**src/rtl/d_mem_pkg.sv**
```systemverilog
// -----------------------------------------------------------------------------
// d_mem_pkg
// Shared definitions for the D-format data-memory responder.
//   state_t : responder FSM states (IDLE, WR, RD, RESP)
//   size_t  : request size encoding, matches op[10] (SIZE_B byte, SIZE_D dword)
//   BEATS_D / BEATS_B : RAM beats per doubleword / byte access
//   RD_LAT  : cycles from a RAM read issue to its data on mem_rdata
// -----------------------------------------------------------------------------
package d_mem_pkg;

    typedef enum logic [1:0] {
        IDLE = 2'd0,
        WR   = 2'd1,
        RD   = 2'd2,
        RESP = 2'd3
    } state_t;

    typedef enum logic {
        SIZE_B = 1'b0,
        SIZE_D = 1'b1
    } size_t;

    localparam int BEATS_D = 8;
    localparam int BEATS_B = 1;
    localparam int RD_LAT  = 1;

endpackage

```
**src/rtl/d_mem_lane_shift.sv**
```systemverilog
// -----------------------------------------------------------------------------
// d_mem_lane_shift
// 64-bit little-endian byte-lane register shared by stores and loads.
//   i_clk, i_rst_n : clock, asynchronous active-low reset
//   i_load         : latch i_wdata (store accepted)
//   i_clear        : clear all lanes (load accepted)
//   i_cap_en       : write i_cap_byte into lane i_cap_idx
//   i_size_d       : 1 = doubleword access, 0 = byte access
//   i_wdata        : store data to latch
//   i_rd_idx       : lane presented on o_byte (store beat index)
//   i_cap_idx      : lane receiving the captured load byte
//   i_cap_byte     : byte returned by RAM
//   o_byte         : store byte for the current beat
//   o_merged       : lanes with the incoming byte already inserted, upper
//                    lanes forced to zero on byte accesses
// -----------------------------------------------------------------------------
module d_mem_lane_shift (
    input  logic        i_clk,
    input  logic        i_rst_n,
    input  logic        i_load,
    input  logic        i_clear,
    input  logic        i_cap_en,
    input  logic        i_size_d,
    input  logic [63:0] i_wdata,
    input  logic [2:0]  i_rd_idx,
    input  logic [2:0]  i_cap_idx,
    input  logic [7:0]  i_cap_byte,
    output logic [7:0]  o_byte,
    output logic [63:0] o_merged
);

    logic [63:0] r_lanes;

    assign o_byte = r_lanes[{i_rd_idx, 3'b000} +: 8];

    // The merged view lets the top register the final load word in the same
    // edge that captures the last byte, saving a cycle of latency.
    always_comb begin
        o_merged = r_lanes;
        o_merged[{i_cap_idx, 3'b000} +: 8] = i_cap_byte;
        if (!i_size_d) begin
            o_merged[63:8] = '0;
        end
    end

    always_ff @(posedge i_clk or negedge i_rst_n) begin
        if (!i_rst_n) begin
            r_lanes <= '0;
        end else if (i_clear) begin
            r_lanes <= '0;
        end else if (i_load) begin
            r_lanes <= i_wdata;
        end else if (i_cap_en) begin
            r_lanes <= o_merged;
        end
    end

endmodule

```
**src/rtl/d_mem_responder.sv**
```systemverilog
// -----------------------------------------------------------------------------
// d_mem_responder
// Serialises one LDUR/STUR-family request onto a byte-wide synchronous RAM,
// little-endian, and returns a single-cycle response.
//   clock, reset         : rising-edge clock, asynchronous active-low reset
//   req_valid/req_ready  : request handshake (ready only in IDLE)
//   req_write            : 1 store, 0 load
//   req_size             : 1 doubleword (8 beats), 0 byte (1 beat)
//   req_addr, req_wdata  : byte address (truncated to ADDR_W), store data
//   rsp_valid            : one-cycle completion pulse
//   rsp_rdata            : load data (byte loads zero-extended), held
//   rsp_err              : error flag with rsp_valid
//   mem_en/we/addr/wdata : RAM request port (registered)
//   mem_rdata            : RAM read byte, one cycle after the read issue
// Optional build macro D_MEM_ALIGN_CHECK_EN: misaligned doublewords and
// addresses beyond ADDR_W respond immediately with rsp_err=1 and no RAM
// beats. Without it rsp_err is always 0 and such accesses wrap.
// -----------------------------------------------------------------------------
module d_mem_responder
    import d_mem_pkg::*;
#(
    parameter int ADDR_W = 16
) (
    input  logic              clock,
    input  logic              reset,
    input  logic              req_valid,
    output logic              req_ready,
    input  logic              req_write,
    input  logic              req_size,
    input  logic [63:0]       req_addr,
    input  logic [63:0]       req_wdata,
    output logic              rsp_valid,
    output logic [63:0]       rsp_rdata,
    output logic              rsp_err,
    output logic              mem_en,
    output logic              mem_we,
    output logic [ADDR_W-1:0] mem_addr,
    output logic [7:0]        mem_wdata,
    input  logic [7:0]        mem_rdata
);

    state_t              r_state;
    size_t               r_size;
    logic                r_req_ready;
    logic                r_rsp_valid;
    logic                r_rsp_err;
    logic [63:0]         r_rsp_rdata;
    logic                r_mem_en;
    logic                r_mem_we;
    logic [ADDR_W-1:0]   r_mem_addr;
    logic [7:0]          r_mem_wdata;
    logic [3:0]          r_beat;      // next beat index to issue
    logic [2:0]          r_cap;       // next lane to capture on loads
    logic [RD_LAT-1:0]   r_rd_pipe;   // read issues in flight toward mem_rdata

    logic                w_accept;
    logic                w_bad;
    logic [3:0]          w_nbeats;
    logic [2:0]          w_last_cap;
    logic                w_cap_en;
    logic [7:0]          w_lane_byte;
    logic [63:0]         w_merged;

    assign w_accept   = req_valid && r_req_ready;
    assign w_nbeats   = (r_size == SIZE_D) ? 4'(BEATS_D) : 4'(BEATS_B);
    assign w_last_cap = 3'(w_nbeats - 4'd1);
    assign w_cap_en   = (r_state == RD) && r_rd_pipe[RD_LAT-1];

`ifdef D_MEM_ALIGN_CHECK_EN
    assign w_bad = (req_size && (req_addr[2:0] != 3'b000)) ||
                   (req_addr[63:ADDR_W] != '0);
`else
    logic w_unused_addr_hi;
    assign w_unused_addr_hi = ^req_addr[63:ADDR_W];
    assign w_bad            = 1'b0;
`endif

    d_mem_lane_shift u_lanes (
        .i_clk      (clock),
        .i_rst_n    (reset),
        .i_load     (w_accept && req_write),
        .i_clear    (w_accept && !req_write),
        .i_cap_en   (w_cap_en),
        .i_size_d   (r_size == SIZE_D),
        .i_wdata    (req_wdata),
        .i_rd_idx   (r_beat[2:0]),
        .i_cap_idx  (r_cap),
        .i_cap_byte (mem_rdata),
        .o_byte     (w_lane_byte),
        .o_merged   (w_merged)
    );

    always_ff @(posedge clock or negedge reset) begin
        if (!reset) begin
            r_state     <= IDLE;
            r_size      <= SIZE_B;
            r_req_ready <= 1'b1;
            r_rsp_valid <= 1'b0;
            r_rsp_err   <= 1'b0;
            r_rsp_rdata <= '0;
            r_mem_en    <= 1'b0;
            r_mem_we    <= 1'b0;
            r_mem_addr  <= '0;
            r_mem_wdata <= '0;
            r_beat      <= '0;
            r_cap       <= '0;
            r_rd_pipe   <= '0;
        end else begin
            // Track read issues so captures land exactly RD_LAT cycles later.
            r_rd_pipe[0] <= r_mem_en && !r_mem_we;
            for (int i = 1; i < RD_LAT; i++) begin
                r_rd_pipe[i] <= r_rd_pipe[i-1];
            end

            case (r_state)
                IDLE: begin
                    if (w_accept) begin
                        r_req_ready <= 1'b0;
                        r_size      <= size_t'(req_size);
                        r_beat      <= 4'd1;
                        r_cap       <= '0;
                        if (w_bad) begin
                            r_rsp_valid <= 1'b1;
                            r_rsp_err   <= 1'b1;
                            r_state     <= RESP;
                        end else begin
                            // Beat 0 goes out directly from the request.
                            r_mem_en   <= 1'b1;
                            r_mem_we   <= req_write;
                            r_mem_addr <= req_addr[ADDR_W-1:0];
                            if (req_write) begin
                                r_mem_wdata <= req_wdata[7:0];
                                r_state     <= WR;
                            end else begin
                                r_state     <= RD;
                            end
                        end
                    end
                end

                WR: begin
                    if (r_beat == w_nbeats) begin
                        r_mem_en    <= 1'b0;
                        r_mem_we    <= 1'b0;
                        r_rsp_valid <= 1'b1;
                        r_state     <= RESP;
                    end else begin
                        r_mem_addr  <= r_mem_addr + 1'b1;
                        r_mem_wdata <= w_lane_byte;
                        r_beat      <= r_beat + 4'd1;
                    end
                end

                RD: begin
                    if (r_beat == w_nbeats) begin
                        r_mem_en <= 1'b0;
                    end else begin
                        r_mem_addr <= r_mem_addr + 1'b1;
                        r_beat     <= r_beat + 4'd1;
                    end
                    if (w_cap_en) begin
                        r_cap <= r_cap + 3'd1;
                        if (r_cap == w_last_cap) begin
                            r_rsp_rdata <= w_merged;
                            r_rsp_valid <= 1'b1;
                            r_state     <= RESP;
                        end
                    end
                end

                RESP: begin
                    r_rsp_valid <= 1'b0;
                    r_rsp_err   <= 1'b0;
                    r_req_ready <= 1'b1;
                    r_state     <= IDLE;
                end

                default: r_state <= IDLE;
            endcase
        end
    end

    assign req_ready = r_req_ready;
    assign rsp_valid = r_rsp_valid;
    assign rsp_rdata = r_rsp_rdata;
    assign rsp_err   = r_rsp_err;
    assign mem_en    = r_mem_en;
    assign mem_we    = r_mem_we;
    assign mem_addr  = r_mem_addr;
    assign mem_wdata = r_mem_wdata;

endmodule

```
**config.mk**
```make
export PLATFORM = sky130hd
export DESIGN_NAME = d_mem_responder
export DESIGN_NICKNAME = d
export VERILOG_FILES = /design/src/rtl/d_mem_pkg.sv /design/src/rtl/d_mem_lane_shift.sv /design/src/rtl/d_mem_responder.sv
export SDC_FILE = /design/constraint.sdc
export NUM_CORES = 1
export LEC_CHECK = 0
export CORE_MARGIN = 2
export CORE_UTILIZATION = 55
export CTS_CLUSTER_DIAMETER = 200
export DETAILED_ROUTE_END_ITERATION = 10
export PLACE_DENSITY = 0.87
export SLEW_MARGIN = 20
export SYNTH_ARGS = -nofsm -noshare
export SYNTH_HDL_FRONTEND = slang
export SYNTH_SLANG_ARGS = --single-unit
export TNS_END_PERCENT = 1
```
**constraint.sdc**
```tcl
create_clock -name clock -period 5.5 [get_ports clock]
set_clock_uncertainty 0.2 [all_clocks]
set_input_delay 0.55 -clock clock [delete_from_list [all_inputs] [get_ports clock]]
set_output_delay 0.55 -clock clock [all_outputs]
set_load 0.01 [all_outputs]
```
==> metrics.txt <==
routed via count divided by cell count=6.66; net count of the mapped netlist=1260; clock tree from TritonCTS=yes; final worst slack=2.16 ns; gr busiest metal=met2; R2R Setup Slk=2.16 ns; buffer type at the clock tree root=clkbuf_16; max-slew violation total from the final report=0; slew at the pin with the worst max-slew slack=1.05 ns; VDD IR max=0.247 mV; post-synthesis cell type count=73; min cycle time layout=3.34 ns; Critical Setup Path Class=flop to flop; clock buffer count from CTS=17; post-synthesis sequential area ratio=42.0%; Largest stage delay, worst path=0.82 ns; Antenna Cells=0; register bit total from synthesis=167; async set-or-reset flop fraction in the synthesized netlist=100%; number of I/O port buffers=184; vias in the first global route=8881; initial core utilization=55.8%; required time of the critical path=5.60 ns; Die Span X=139 um; wire length reported by the detailed router=30.8 mm; number of flops mapped to enable cells by yosys=0; Post-Route Setup TNS=0 ns; sequential cell fraction of total power=48.8%; detailed router's first-iteration violation count=1431; global routing met3 resource utilization=6.39%; share of the clock period used by the worst path=60.7%; crit-path cells=inv_1 > ha_1 > ha_1 > nor3b_2 > a21boi_1 > o21ai_1 > o21ai_1; power consumption=2.70 mW; fin nets=1362; weighted congestion reported at the end of routability-driven placement=0.926; wire length of the first global-routing pass=48.7 mm; terminus of the critical flop-to-flop path=rsp_rdata[49]$_DFFE_PN0P_; total number of vias=9677; final hold viol count=0; type of element launching the critical path=flop; result of the run=completed; sum of overflow across all layers after global routing=0; main flop type after synthesis=dfrtp_1; setup repair after global routing missed its margin=no; clock-pin transition on the worst setup and hold timing paths=0.07 ns; post-synth design cell area=9960 um2; Crit path max-delay family=simple AND/OR/NAND/NOR gates; quantity of hold-fixing buffers added after cts=0; floorplan core area=17800 um2; latest clock arrival within the worst-skew pair=0.45 ns; net switching power=0.730 mW; most common library cell in the layout ignoring fill and taps=clkdlybuf4s50_1; maximum count of clock buffers along a single path=2; Power Dens Cells=220 nW/um2; highest net fanout along the worst path=19; kind of end point of the critical path=flop; detailed-placement wirelength estimate=20.3 mm; I/O Pins=234; met1 capacity usage during global routing=45.8%; Bufs and invs on worst path=1; proportion of layout cells with a drive suffix above 1=7.68%; number of standard cells in the final layout excluding fillers=1453; average detailed-routed wire length per instance=21.2 um; initial antenna violation count=0; setup-violating endpoint count in the final report=0; tightest slew margin relative to the limit=30.1%; Post-CTS Setup Bufs=0; number of cells produced by synthesis=1109; DIE HEIGHT=139 um; number of warning messages in the yosys log=0; slowest stage cell on the critical path=nor3b_2; syn_area_per_cell=8.98 um2; Post-DRT Antenna Nets=0; H-Tree Level Count=4; number of detailed-route iterations in the first pass=6; fraction of power spent switching nets=27.1%; post-CTS sizing=0; FF-to-FF Start=r_cap[0]$_DFFE_PN0P_; DRC violations left=0; path type of the worst min-delay path=input pin to async pin; share of total power in the clock network=42.3%; Leak=4.91 nW; relative contribution of combinational cells to total power=8.9%; met2 Use GR=46.0%; post-placement setup slack=2.09 ns; Std-Cell Rows=49; Fmax=299 MHz; maximum number of pins on one net before global-route repair=118; GRT Total Usage=31.8%; cells on worst reg2reg path=7; Placed Cells=1421; most frequent cells in the layout=182 x clkdlybuf4s50_1, 165 x dfrtp_1, 144 x a21oi_1; max capacitance violation total=0; P&R area growth vs syn=22.9%; total die area=19200 um2; internal power=1.97 mW; clock sink count=167; crit path DAT=3.45 ns
==> flip-flops by register name, summed over array words and instances (netlist names), 2 cells and up <==
| signal | count |
|---|---|
| mem_addr | 16 |
| mem_wdata | 8 |
| r_beat | 4 |
| r_cap | 3 |
| r_state | 2 |
| rsp_rdata | 64 |
| u_lanes.r_lanes | 64 |
==> power by group through the flow <==
stage / sequential, mW / clock (mW) / combinational (mW)
after floorplan: 1.31 / 0 / 0.109
after global placement: 1.33 / 0 / 0.232
after detailed placement: 1.34 / 0 / 0.235
after CTS: 1.31 / 1.14 / 0.237
after global routing: 1.32 / 1.19 / 0.260
final: 1.32 / 1.14 / 0.240
==> cells by family (layout without fill, tap and decap cells) <==
group / count (synthesis) / count (layout) / synth area share [%]
compound gates: 430 / 430 / 27.6
fa+ha+maj: 10 / 10 / 1.26
buf+inv: 128 / 243 / 5.69
flops: 167 / 167 / 42.0
mux: 39 / 39 / 6.17
other cells: 1 / 1 / 0.0376
simple gates: 334 / 334 / 17.3
==> per-layer routing <==
layer	part of all wire [%]	wire length, um
met5	0	0
met4	4.7	1450
met3	11	3360
met2	44	13600
met1	40	12400
==> how the worst max path moves through the flow <==
stage                    startpoint                               to  slack [ns]  cells past startpoint
5_1_grt        r_cap[0]$_DFFE_PN0P_        rsp_rdata[52]$_DFFE_PN0P_        1.94                      7
4_1_cts        r_cap[0]$_DFFE_PN0P_        rsp_rdata[61]$_DFFE_PN0P_        1.99                      7
6_report       r_cap[0]$_DFFE_PN0P_        rsp_rdata[49]$_DFFE_PN0P_        2.16                      7
3_3_place_gp   r_cap[0]$_DFFE_PN0P_        rsp_rdata[60]$_DFFE_PN0P_        2.27                      7
2_1_floorplan  r_cap[0]$_DFFE_PN0P_  u_lanes.r_lanes[62]$_DFFE_PN0P_        2.81                     11
3_5_place_dp   r_cap[0]$_DFFE_PN0P_  u_lanes.r_lanes[58]$_DFFE_PN0P_        2.09                      7
==> stage by stage <==
stage          area [um2]  hold slack (ns)  utilization [%]
3_3_place_gp        11700            0.269             65.5
3_5_place_dp        11700            0.275             65.5
6_report            12200           0.0421             68.6
2_1_floorplan        9960           0.0544                -
5_1_grt             12200            0.130             68.6
4_1_cts             12200            0.139             68.6
==> final cells by class <==
cell class,count,area (um2)
Fill cell,1358,5600
Multi-Input combinational cell,814,5250
Sequential cell,167,4180
Timing Repair Buffer,195,1920
Clock buffer,18,429
Tap cell,229,287
Clock inverter,14,115
Inverter,16,60.1
==> synth_stat cells (all sizes together), types with 17 or more instances <==
master	n	area (um2)
and3	22	138
nor2	31	116
clkbuf	65	244
mux2	19	214
nand2b	17	106
a22o	31	272
a211oi	26	195
a32oi	26	228
nand2	139	524
buf	47	263
o21ai	111	559
dfrtp	166	4150
nand3	51	260
a21oi	144	721
a21bo	30	300
==> worst reg2reg max path, stage by stage (launching register included) <==
cell and delay, ns:
dfrtp_1 0.75, inv_1 0.14, ha_1 0.26, ha_1 0.52
nor3b_2 0.82, a21boi_1 0.17, o21ai_1 0.24, o21ai_1 0.10
Note: power is estimated with default switching activity, not from simulation.
